<file path="src/rtl/fetch_pkg.sv">
// Shared types and defaults for the instruction fetch queue.
// The entry record travels from the bus response side to decode unchanged.
package fetch_pkg;

  localparam int          FETCH_DEPTH           = 4;
  localparam int          FETCH_MAX_OUTSTANDING = 2;
  localparam logic [31:0] FETCH_RESET_PC        = 32'hbfc00000;

  typedef struct packed {
    logic [31:0] pc;
    logic [31:0] pcplus4;
    logic [31:0] raw_instr;
    logic        adel;
  } fetch_entry_t;

  function automatic fetch_entry_t make_entry(input logic [31:0] pc,
                                              input logic [31:0] instr,
                                              input logic        adel);
    fetch_entry_t e;
    e.pc        = pc;
    e.pcplus4   = pc + 32'd4;
    e.raw_instr = instr;
    e.adel      = adel;
    return e;
  endfunction

endpackage

</file>
<file path="src/rtl/fetch_queue_if.sv">
// Instruction-bus, redirect and decode-side signals of the fetch queue.
// master = fetch_queue itself, slave = the surrounding bus/decode/redirect logic.
interface fetch_queue_if;
  logic        ireq_valid;
  logic [31:0] ireq_addr;
  logic        ireq_ready;
  logic        iresp_valid;
  logic [31:0] iresp_data;
  logic        redirect_valid;
  logic [31:0] redirect_pc;
  logic        out_valid;
  logic        out_ready;
  logic [31:0] out_pc;
  logic [31:0] out_pcplus4;
  logic [31:0] out_instr;
  logic        out_adel;

  modport master (
    output ireq_valid, ireq_addr, out_valid, out_pc, out_pcplus4, out_instr, out_adel,
    input  ireq_ready, iresp_valid, iresp_data, redirect_valid, redirect_pc, out_ready
  );

  modport slave (
    input  ireq_valid, ireq_addr, out_valid, out_pc, out_pcplus4, out_instr, out_adel,
    output ireq_ready, iresp_valid, iresp_data, redirect_valid, redirect_pc, out_ready
  );
endinterface

</file>
<file path="src/rtl/fetch_fifo.sv">
// Generic circular buffer with push/pop/flush; head is read straight from storage.
// Push into a full buffer is accepted only when a pop frees the slot in the same cycle.
module fetch_fifo #(
  parameter type T     = logic [31:0],
  parameter int  DEPTH = 4
) (
  input  logic                   clk,
  input  logic                   resetn,
  input  logic                   push,
  input  logic                   pop,
  input  logic                   flush,
  input  T                       push_dat,
  output T                       head_dat,
  output logic                   full,
  output logic                   empty,
  output logic [$clog2(DEPTH):0] count
);
  localparam int AW = (DEPTH > 1) ? $clog2(DEPTH) : 1;
  localparam int CW = $clog2(DEPTH) + 1;

  T              mem [DEPTH];
  logic [AW-1:0] wr_ptr, rd_ptr;
  logic          do_push, do_pop;

  function automatic logic [AW-1:0] nxt(input logic [AW-1:0] p);
    return (p == AW'(DEPTH - 1)) ? '0 : p + 1'b1;
  endfunction

  assign empty    = (count == '0);
  assign full     = (count == CW'(DEPTH));
  assign do_pop   = pop && !empty;
  assign do_push  = push && (!full || do_pop);
  assign head_dat = mem[rd_ptr];

  always_ff @(posedge clk or negedge resetn) begin
    if (!resetn) begin
      wr_ptr <= '0;
      rd_ptr <= '0;
      count  <= '0;
      for (int i = 0; i < DEPTH; i++) mem[i] <= '0;
    end else if (flush) begin
      wr_ptr <= '0;
      rd_ptr <= '0;
      count  <= '0;
    end else begin
      if (do_push) begin
        mem[wr_ptr] <= push_dat;
        wr_ptr      <= nxt(wr_ptr);
      end
      if (do_pop) rd_ptr <= nxt(rd_ptr);
      count <= count + CW'(do_push) - CW'(do_pop);
    end
  end
endmodule

</file>
<file path="src/rtl/fetch_queue.sv">
// IF stage: owns the PC, issues in-order bus requests, queues responses for decode.
// Define FETCH_ADDR_CHECK_EN to turn a misaligned PC into a single adel entry and halt fetch.
module fetch_queue
  import fetch_pkg::*;
#(
  parameter int          DEPTH           = FETCH_DEPTH,
  parameter int          MAX_OUTSTANDING = FETCH_MAX_OUTSTANDING,
  parameter logic [31:0] RESET_PC        = FETCH_RESET_PC
) (
  input logic           clk,
  input logic           resetn,
  fetch_queue_if.master bus
);
  localparam int CW = $clog2(DEPTH) + 1;
  localparam int TW = $clog2(MAX_OUTSTANDING) + 1;

  logic [31:0]   pc;
  logic          started;
  logic          halted;
  logic          aligned;
  logic [TW-1:0] outstanding;
  logic [TW-1:0] drop;
  logic          req_ok, req_fire, resp_keep, adel_push, q_push, tag_pop;

  fetch_entry_t  q_in, q_head;
  logic [CW-1:0] q_count;
  logic          q_empty, q_full;
  logic [31:0]   tag_pc;
  logic [TW-1:0] tag_count;
  logic          tag_empty, tag_full;

  // A slot is reserved in the queue for every request in flight, so responses never overflow.
  assign req_ok = started && !halted && aligned
                  && (int'(outstanding) < MAX_OUTSTANDING)
                  && (int'(q_count) + int'(outstanding) < DEPTH);

  assign bus.ireq_valid = !bus.redirect_valid && req_ok;
  assign bus.ireq_addr  = pc;
  assign req_fire       = bus.ireq_valid && bus.ireq_ready;
  assign tag_pop        = bus.iresp_valid && (drop == '0);
  assign resp_keep      = tag_pop && !bus.redirect_valid;
  assign q_push         = resp_keep || adel_push;
  assign q_in           = adel_push ? make_entry(pc, 32'h0, 1'b1)
                                    : make_entry(tag_pc, bus.iresp_data, 1'b0);

`ifdef FETCH_ADDR_CHECK_EN
  assign aligned   = (pc[1:0] == 2'b00);
  assign adel_push = started && !halted && !aligned && !bus.redirect_valid
                     && (outstanding == '0) && !q_full;

  always_ff @(posedge clk or negedge resetn) begin
    if (!resetn)                 halted <= 1'b0;
    else if (bus.redirect_valid) halted <= 1'b0;
    else if (adel_push)          halted <= 1'b1;
  end

  assign bus.out_adel = q_head.adel;
`else
  assign aligned      = 1'b1;
  assign adel_push    = 1'b0;
  assign halted       = 1'b0;
  assign bus.out_adel = 1'b0;
`endif

  fetch_fifo #(.T(logic [31:0]), .DEPTH(MAX_OUTSTANDING)) u_tag_fifo (
    .clk(clk), .resetn(resetn),
    .push(req_fire), .pop(tag_pop), .flush(bus.redirect_valid),
    .push_dat(pc), .head_dat(tag_pc),
    .full(tag_full), .empty(tag_empty), .count(tag_count)
  );

  fetch_fifo #(.T(fetch_entry_t), .DEPTH(DEPTH)) u_entry_fifo (
    .clk(clk), .resetn(resetn),
    .push(q_push), .pop(bus.out_ready), .flush(bus.redirect_valid),
    .push_dat(q_in), .head_dat(q_head),
    .full(q_full), .empty(q_empty), .count(q_count)
  );

  assign bus.out_valid   = !q_empty;
  assign bus.out_pc      = q_head.pc;
  assign bus.out_pcplus4 = q_head.pcplus4;
  assign bus.out_instr   = q_head.raw_instr;

  always_ff @(posedge clk or negedge resetn) begin
    if (!resetn) begin
      pc          <= RESET_PC;
      started     <= 1'b0;
      outstanding <= '0;
      drop        <= '0;
    end else begin
      started <= 1'b1;
      if (bus.redirect_valid) begin
        pc <= bus.redirect_pc;
        // Everything still in flight is stale, including responses already marked for dropping.
        outstanding <= outstanding - TW'(bus.iresp_valid);
        drop        <= outstanding - TW'(bus.iresp_valid);
      end else begin
        if (req_fire) pc <= pc + 32'd4;
        outstanding <= outstanding + TW'(req_fire) - TW'(bus.iresp_valid);
        if (bus.iresp_valid && (drop != '0)) drop <= drop - 1'b1;
      end
    end
  end

`ifndef SYNTHESIS
  a_no_unsolicited: assert property (@(posedge clk) disable iff (!resetn)
    bus.iresp_valid |-> (outstanding != '0));
  a_tag_live:       assert property (@(posedge clk) disable iff (!resetn)
    tag_count == outstanding - drop);
  a_tag_bounds:     assert property (@(posedge clk) disable iff (!resetn)
    !(req_fire && tag_full) && !(tag_pop && tag_empty));
  a_no_overflow:    assert property (@(posedge clk) disable iff (!resetn)
    q_push |-> (!q_full || bus.out_ready));
`ifndef FETCH_ADDR_CHECK_EN
  a_no_adel:        assert property (@(posedge clk) disable iff (!resetn)
    bus.out_valid |-> !q_head.adel);
`endif
`endif
endmodule
</file>
<file path="src/flat_wrapper.sv">
// flat-port wrapper written by rule: the top's interface ports become plain ports
module fetch_queue_flat import fetch_pkg::*;
#(
  parameter int          DEPTH           = FETCH_DEPTH,
  parameter int          MAX_OUTSTANDING = FETCH_MAX_OUTSTANDING,
  parameter logic [31:0] RESET_PC        = FETCH_RESET_PC
)
  (clk, resetn, bus_ireq_valid, bus_ireq_addr, bus_out_valid, bus_out_pc, bus_out_pcplus4, bus_out_instr, bus_out_adel, bus_ireq_ready, bus_iresp_valid, bus_iresp_data, bus_redirect_valid, bus_redirect_pc, bus_out_ready);
  fetch_queue_if bus_i ();
  input logic clk;
  input logic resetn;
  output wire logic [$bits(bus_i.ireq_valid)-1:0] bus_ireq_valid;
  output wire logic [$bits(bus_i.ireq_addr)-1:0] bus_ireq_addr;
  output wire logic [$bits(bus_i.out_valid)-1:0] bus_out_valid;
  output wire logic [$bits(bus_i.out_pc)-1:0] bus_out_pc;
  output wire logic [$bits(bus_i.out_pcplus4)-1:0] bus_out_pcplus4;
  output wire logic [$bits(bus_i.out_instr)-1:0] bus_out_instr;
  output wire logic [$bits(bus_i.out_adel)-1:0] bus_out_adel;
  input wire logic [$bits(bus_i.ireq_ready)-1:0] bus_ireq_ready;
  input wire logic [$bits(bus_i.iresp_valid)-1:0] bus_iresp_valid;
  input wire logic [$bits(bus_i.iresp_data)-1:0] bus_iresp_data;
  input wire logic [$bits(bus_i.redirect_valid)-1:0] bus_redirect_valid;
  input wire logic [$bits(bus_i.redirect_pc)-1:0] bus_redirect_pc;
  input wire logic [$bits(bus_i.out_ready)-1:0] bus_out_ready;
  assign bus_ireq_valid = bus_i.ireq_valid;
  assign bus_ireq_addr = bus_i.ireq_addr;
  assign bus_out_valid = bus_i.out_valid;
  assign bus_out_pc = bus_i.out_pc;
  assign bus_out_pcplus4 = bus_i.out_pcplus4;
  assign bus_out_instr = bus_i.out_instr;
  assign bus_out_adel = bus_i.out_adel;
  assign bus_i.ireq_ready = bus_ireq_ready;
  assign bus_i.iresp_valid = bus_iresp_valid;
  assign bus_i.iresp_data = bus_iresp_data;
  assign bus_i.redirect_valid = bus_redirect_valid;
  assign bus_i.redirect_pc = bus_redirect_pc;
  assign bus_i.out_ready = bus_out_ready;
  fetch_queue #(.DEPTH(DEPTH), .MAX_OUTSTANDING(MAX_OUTSTANDING), .RESET_PC(RESET_PC)) u_core (.clk(clk), .resetn(resetn), .bus(bus_i));
endmodule
</file>
<file path="config.mk">
export PLATFORM = sky130hd
export DESIGN_NAME = fetch_queue_flat
export DESIGN_NICKNAME = d
export VERILOG_FILES = /design/src/rtl/fetch_pkg.sv /design/src/rtl/fetch_queue_if.sv /design/src/rtl/fetch_fifo.sv /design/src/rtl/fetch_queue.sv /design/src/flat_wrapper.sv
export SDC_FILE = /design/constraint.sdc
export NUM_CORES = 1
export LEC_CHECK = 0
export ABC_AREA = 1
export BUFFER_PORTS_ARGS = -buffer_cell sky130_fd_sc_hd__buf_4
export CAP_MARGIN = 20
export CORE_UTILIZATION = 60
export DETAILED_ROUTE_END_ITERATION = 10
export MAX_ROUTING_LAYER = met4
export PLACE_DENSITY = 0.83
export SLEW_MARGIN = 30
export SYNTH_ARGS = -nofsm -noshare
export SYNTH_HDL_FRONTEND = slang
export SYNTH_SLANG_ARGS = --single-unit
</file>
<file path="constraint.sdc">
create_clock -name clk -period 2.8 [get_ports clk]
set_clock_uncertainty 0.15 [all_clocks]
set_input_delay 0.14 -clock clk [delete_from_list [all_inputs] [get_ports clk]]
set_output_delay 0.14 -clock clk [all_outputs]
set_load 0.005 [all_outputs]
</file>
Word level (Yosys, flattened, before mapping)
Cells that the tools add are included.
{"block": "classes", "addsub": 15, "bitwise_logic": 5, "reduce_logical": 32, "n_mux": 31, "eq_ne": 4, "order_cmp": 8}
{"op": "bitwise mux 388 bit", "count": 1}
{"op": "2-to-1 mux 97 bit", "count": 3}
{"op": "binary-select mux 97 bit (select 2 bit)", "count": 1}
{"op": "demux 97 bit (select 2 bit)", "count": 1}
{"op": "2-to-1 mux 32 bit", "count": 6}
{"op": "adder 32 x 3 -> 32 bit, second input constant", "count": 2}
{"op": "bitwise mux 64 bit", "count": 1}
{"op": "demux 32 bit (select 1 bit)", "count": 1}
{"op": "< comparator 32 x 4 -> 1 bit, second input constant", "count": 1}
{"op": "2-to-1 mux 2 bit", "count": 10}
{"op": "nonzero test 2 bit", "count": 7}
{"op": "logical AND 1 bit", "count": 13}
{"op": "== test 2 bit, second input constant", "count": 3}
{"op": ">= comparator 3 bit, second input constant", "count": 2}
{"op": "2-to-1 mux 1 bit", "count": 6}
{"op": "NOT 2 -> 3 bit", "count": 2}
{"op": "subtractor 2 x 1 -> 2 bit", "count": 3}
{"op": "logical NOT 1 bit", "count": 5}
{"op": "adder 2 x 1 -> 2 bit", "count": 2}
{"op": "adder 2 x 1 -> 2 bit, second input constant", "count": 2}
{"op": "adder 3 x 2 -> 4 bit", "count": 1}
{"op": ">= comparator 2 bit, second input constant", "count": 2}
{"op": "logical NOT 2 bit", "count": 2}
{"op": "NOT 1 -> 2 bit", "count": 2}
{"op": "13 further kinds", "count": 16}
{"block": "totals", "wordCells": 123, "register_bits": 500, "output_inout_bits": 131, "input_bits": 70}

Longest topological paths before layout
{"block": "depth", "ltp_word": 9, "ltp_mapped": 15, "ltp_nobuf": 13}

Hierarchy
A second synthesis with hierarchy kept.
{"block": "hier_totals", "hier_cells": 3272, "area_unflattened_um2": 24511.0}
{"mod": "fetch_fifo at u_core.u_entry_fifo", "cells_per_inst": 2249, "area_each_um2": 17613.1, "n_inst": 1, "seq_area_each_um2": 9884.5}
{"mod": "fetch_queue", "cells_per_inst": 601, "area_each_um2": 3532.1, "n_inst": 1, "seq_area_each_um2": 937.1}
{"mod": "fetch_fifo at u_core.u_tag_fifo", "cells_per_inst": 422, "area_each_um2": 3365.7, "n_inst": 1, "seq_area_each_um2": 1701.6}

Worst setup path after synthesis
Ideal clock, no wire load.
{"block": "synth_timing", "kind": "register to register", "start": "reg u_core.u_entry_fifo.count[1]", "end": "reg u_core.u_tag_fifo.count[1]", "setup_ns": 0.132, "path_slack_ns": 0.287, "synth_period_minus_slack_ns": 2.513, "t_arrival_ns": 2.231, "n_path_buf": 1, "t_required_ns": 2.518, "stages_incl_launch_ff": 14, "cell_sequence": "dfrtp_1 > ha_1 > nand3_1 > nand3_1 > nor3_2 > nand2_2 > inv_2 > nand2_2 > buf_2 > ha_1 > inv_1 > ha_1 > xor2_1 > nor2_1"}
{"block": "synth_between", "elab_chain_len": 9}
{"item": "start: declaration", "line_no": "fetch_fifo.sv:16", "rtl": "output logic [$clog2(DEPTH):0] count"}
{"item": "start signal: assignment", "line_no": "fetch_fifo.sv:51", "rtl": "count <= count + CW'(do_push) - CW'(do_pop);"}
{"item": "adder 3 x 2 -> 4 bit", "line_no": "fetch_queue.sv:35", "rtl": "&& (int'(q_count) + int'(outstanding) < DEPTH);"}
{"item": "< comparator 32 x 4 -> 1 bit", "line_no": "fetch_queue.sv:35"}
{"item": "logical AND 1 bit", "line_no": "fetch_queue.sv:35"}
{"item": "logical AND 1 bit", "line_no": "fetch_queue.sv:37", "rtl": "assign bus.ireq_valid = !bus.redirect_valid && req_ok;"}
{"item": "net bus_ireq_valid", "line_no": "flat_wrapper.sv:12", "rtl": "output wire logic [$bits(bus_i.ireq_valid)-1:0] bus_ireq_valid;"}
{"item": "logical AND 1 bit", "line_no": "fetch_queue.sv:39", "rtl": "assign req_fire = bus.ireq_valid && bus.ireq_ready;"}
{"item": "logical AND 1 bit", "line_no": "fetch_fifo.sv:32", "rtl": "assign do_push = push && (!full || do_pop);"}
{"item": "adder 2 x 1 -> 2 bit", "line_no": "fetch_fifo.sv:51"}
{"item": "subtractor 2 x 1 -> 2 bit", "line_no": "fetch_fifo.sv:51"}
{"item": "2-to-1 mux 2 bit", "line_no": "fetch_fifo.sv:41", "rtl": "end else if (flush) begin"}
{"item": "end signal: assignment", "line_no": "fetch_fifo.sv:51"}
{"item": "end: declaration", "line_no": "fetch_fifo.sv:16"}
The timed path passes the listed nets, and every way through them passes these cells.
A chain may end at the register's enable or synchronous reset.

Worst setup path after layout
{"block": "layout_timing", "start": "reg u_core.u_entry_fifo.rd_ptr[0]", "end": "out bus_out_pcplus4[16]"}
{"block": "layout_between", "elab_chain_len": 4}
{"item": "start: declaration", "line_no": "fetch_fifo.sv:22", "rtl": "logic [AW-1:0] wr_ptr, rd_ptr;"}
{"item": "start signal: assignment", "line_no": "fetch_fifo.sv:50", "rtl": "if (do_pop) rd_ptr <= nxt(rd_ptr);"}
{"item": "NOT 2 -> 3 bit (implied by the code)", "line_no": "fetch_fifo.sv:33", "rtl": "assign head_dat = mem[rd_ptr];"}
{"item": "binary-select mux 97 bit (select 2 bit)", "line_no": "fetch_fifo.sv:33"}
{"item": "2-to-1 mux 97 bit (implied by the code) (2 in a row)", "line_no": "fetch_fifo.sv:33"}
{"item": "end: declaration", "line_no": "flat_wrapper.sv:16", "rtl": "output wire logic [$bits(bus_i.out_pcplus4)-1:0] bus_out_pcplus4;"}
Every way passes these cells. The select of a mux whose other input is x is not followed.

==> results.sh <==
export IMPL_status="complete, no violations"
export IMPL_drt_pass1_iter_count=7
export IMPL_multiInputGateArea_um2=9560
export IMPL_yosys_top_cells_area="dfrtp_1, nand2_1, o21ai_0, o21ai_1, nor2_1"
export IMPL_syn_nets=3028
export IMPL_clkLatencyLatePin_ns=0.59
export IMPL_row_count=71
export IMPL_antenna_found_initial=1
export IMPL_ys_types=39
export IMPL_nets=3245
export IMPL_finalSetupTns_ns=0
export IMPL_yosysTopAreaCellShare_pct=52.0
export IMPL_async_flop_share_pct=100
export IMPL_crit_fanout=190
export IMPL_drc=0
export IMPL_detail_route_vias_per_cell=5.79
export IMPL_drt_iter0_markers=2200
export IMPL_dpl_hpwl_um=41100
export IMPL_grt_max_degree=191
export IMPL_finalNonFillerCells=3711
export IMPL_clockRootBuffer="clkbuf_16"
export IMPL_cts_buffers=50
export IMPL_maxCapViolations=0
export IMPL_cts_buffer_depth=3
export IMPL_hp_class="input pin to asynchronous set/reset pin"
export IMPL_grt_setup_unrepaired="no"
export IMPL_io_pins=201
export IMPL_crit_path_top_delay_cell="buf_16"
export IMPL_startpoint_type="flop"
export IMPL_syn_to_final_growth_pct=19.9
export IMPL_yosysTopAreaCell="dfrtp_1"
export IMPL_synth_edf_count=0
export IMPL_fillCellCount=2724
export IMPL_yosysMostFrequentCell="nand2_1"
export IMPL_synthesis_area_um2=23000
export IMPL_critPathRequiredTime_ns=2.51
export IMPL_max_vdd_ir_drop_uv=645
export IMPL_slew_violations=0
export IMPL_min_period_ns=2.72
export IMPL_grt_pass1_vias=20900
export IMPL_max_slew_worst_pin_slew_ns=0.788
export IMPL_io_buffer_count=199
export IMPL_synth_avg_cell_area_um2=7.83
export IMPL_routed_wl_um=67500
export IMPL_crit_type="flop to output pin"
export IMPL_cts_tree="built"
export IMPL_regArea_um2=12200
export IMPL_slew_headroom_pct=47.5
export IMPL_p_per_area_nw_per_um2=961
export IMPL_arrival_ns=2.43
export IMPL_final_layout_size_suffix_gt1_share_pct=12.6
export IMPL_gp_congestion=1.00
export IMPL_start_util_pct=61.0
export IMPL_die_area_um2=39200
export IMPL_overflow=0
export IMPL_global_route_usage_total_pct=36.3
export IMPL_cts_htree_levels=2
export IMPL_critical_path_max_stage_delay_ns=0.53
export IMPL_yosysSeqAreaShare_pct=53.1
export IMPL_via_count=21500
export IMPL_p_leak_nw=13.9
export IMPL_die_y_um=198
export IMPL_fmax_mhz=368
export IMPL_path_delay_family="buffers and inverters"
export IMPL_cts_sinks=488
export IMPL_synth_seq_cells=488
export IMPL_antenna_left=0
export IMPL_setup_viol=0
export IMPL_grt_pass1_wl_um=109000
export IMPL_ys_flop_type="dfrtp_1"
export IMPL_path_buf_inv=2
export IMPL_wl_per_cell_um=18.2
export IMPL_cp_cell_sequence="buf_16, o21ai_0, o22ai_1, buf_4"
export IMPL_clk_pin_slew_worst_paths_ns=0.06
export IMPL_synth_commonest_cells="nand2_1, dfrtp_1, nor2_1"
export IMPL_hold_violations=0
export IMPL_whs_ns=0.0911
export IMPL_die_x_um=198
export IMPL_placed_cells=3530
export IMPL_synth_cells=2942
export IMPL_crit_path_end_kind="output pin"
export IMPL_core_area_um2=37800
export IMPL_fin_crit_sh_pct=97.0
export IMPL_yosys_warnings=0
## tightest hold or removal path: stages
cell           delay [ns]
dlygate4sd3_1        0.56
buf_8                0.23
buf_4                0.25
## path summary, 6_finish.rpt
kind,start,to,slack (ns),cells after the start
setup / recovery,u_core.u_entry_fifo.rd_ptr[0],bus_out_pcplus4[16],0.08,4
hold / removal,resetn,u_core.u_entry_fifo.mem[185],0.09,3
setup reg to reg,u_core.u_entry_fifo.count[1],u_core.bus.ireq_addr[18],0.12,11
hold reg to reg,u_core.u_entry_fifo.mem[213],u_core.u_entry_fifo.mem[213],0.32,2
max in group asynchronous,resetn,u_core.u_entry_fifo.mem[29],1.71,4
min in group clk,bus_iresp_data[18],u_core.u_entry_fifo.mem[116],0.16,4
## cell type report
cell class / count / area share, %
multi-input combinational: 2161 / 34.6
timing repair inverter: 1 / 0.0181
clock inverter: 19 / 0.738
tap: 511 / 2.31
antenna: 1 / 0.00906
timing repair buffer: 337 / 11.1
inverter: 120 / 1.69
sequential: 488 / 44.3
clock buffer: 73 / 5.28
## sequential cells by signal, indices dropped and copies added, names as in the netlist, 2 cells and up
register and count:
u_core.u_tag_fifo.count 2, u_core.u_tag_fifo.mem 64, u_core.drop 2, u_core.u_entry_fifo.count 3
u_core.bus.ireq_addr 32, u_core.u_entry_fifo.rd_ptr 2, u_core.u_entry_fifo.mem 376, u_core.u_entry_fifo.wr_ptr 2
u_core.outstanding 2
## placed cells by master, fill, tap and decap left out, drive strengths merged, types with 2 or more instances in the layout
cell         instances
xor2                24
bufinv               3
xnor2                3
clkbuf              73
o211ai              15
nand2             1195
nand4                8
a21oi                2
clkinv              14
dfrtp              479
buf                253
nand3               80
nor3                11
dlygate4sd3         84
o21ai              439
inv                118
ha                  15
dfstp                9
conb                 2
o21a                 4
o22ai               94
nor2               264
clkinvlp             5
## layer usage
layer / global-route usage (%) / vias up / wire, µm
met2: 56.8 / 1160 / 32300
met1: 47.4 / 10300 / 26700
met5: - / - / 0
met4: 14.0 / 0 / 1960
met3: 6.57 / 131 / 6550
li1: - / 9889 / -
## per-stage QoR
stage          power (W)  util (%)  instance area, µm²  worst slack, ns
6_report          0.0265      73.2               27600           0.0847
5_1_grt           0.0281      73.2               27600          0.00483
4_1_cts           0.0264      72.9               27500           0.0184
3_5_place_dp      0.0195      66.2               25000            0.302
3_3_place_gp      0.0191      66.2               25000            0.407
2_1_floorplan     0.0152         -               23000            0.287
## power breakdown
group	switching, W	leakage, nW	internal, W
Sequential	0.00121	6.52	0.00896
Combinational	0.00587	6.60	0.00377
Clock	0.00284	0.815	0.00390
## cells by family (layout without fill, tap and decap cells)
| family | after synthesis | after routing | share of synthesized area, % |
|---|---|---|---|
| xor gates and xnor gates | 27 | 27 | 1.06 |
| other | 2 | 3 | 0.0326 |
| DFF | 488 | 488 | 53.1 |
| and+or+nand+nor | 1560 | 1560 | 26.5 |
| AOI/OAI and AO/OA | 555 | 555 | 12.8 |
| buffers and inverters | 293 | 550 | 5.58 |
| adders and majority gates | 16 | 16 | 0.902 |
| muxes | 1 | 1 | 0.0489 |
## what timing repair did
item / CTS / global route
resized for setup: 0 / 16
hold endpoints to repair: 610 / 0
hold buffers: 85 / 0
setup endpoints to repair: 0 / 15
buffers inserted: 0 / 2
(Power assumes the default switching activity.)
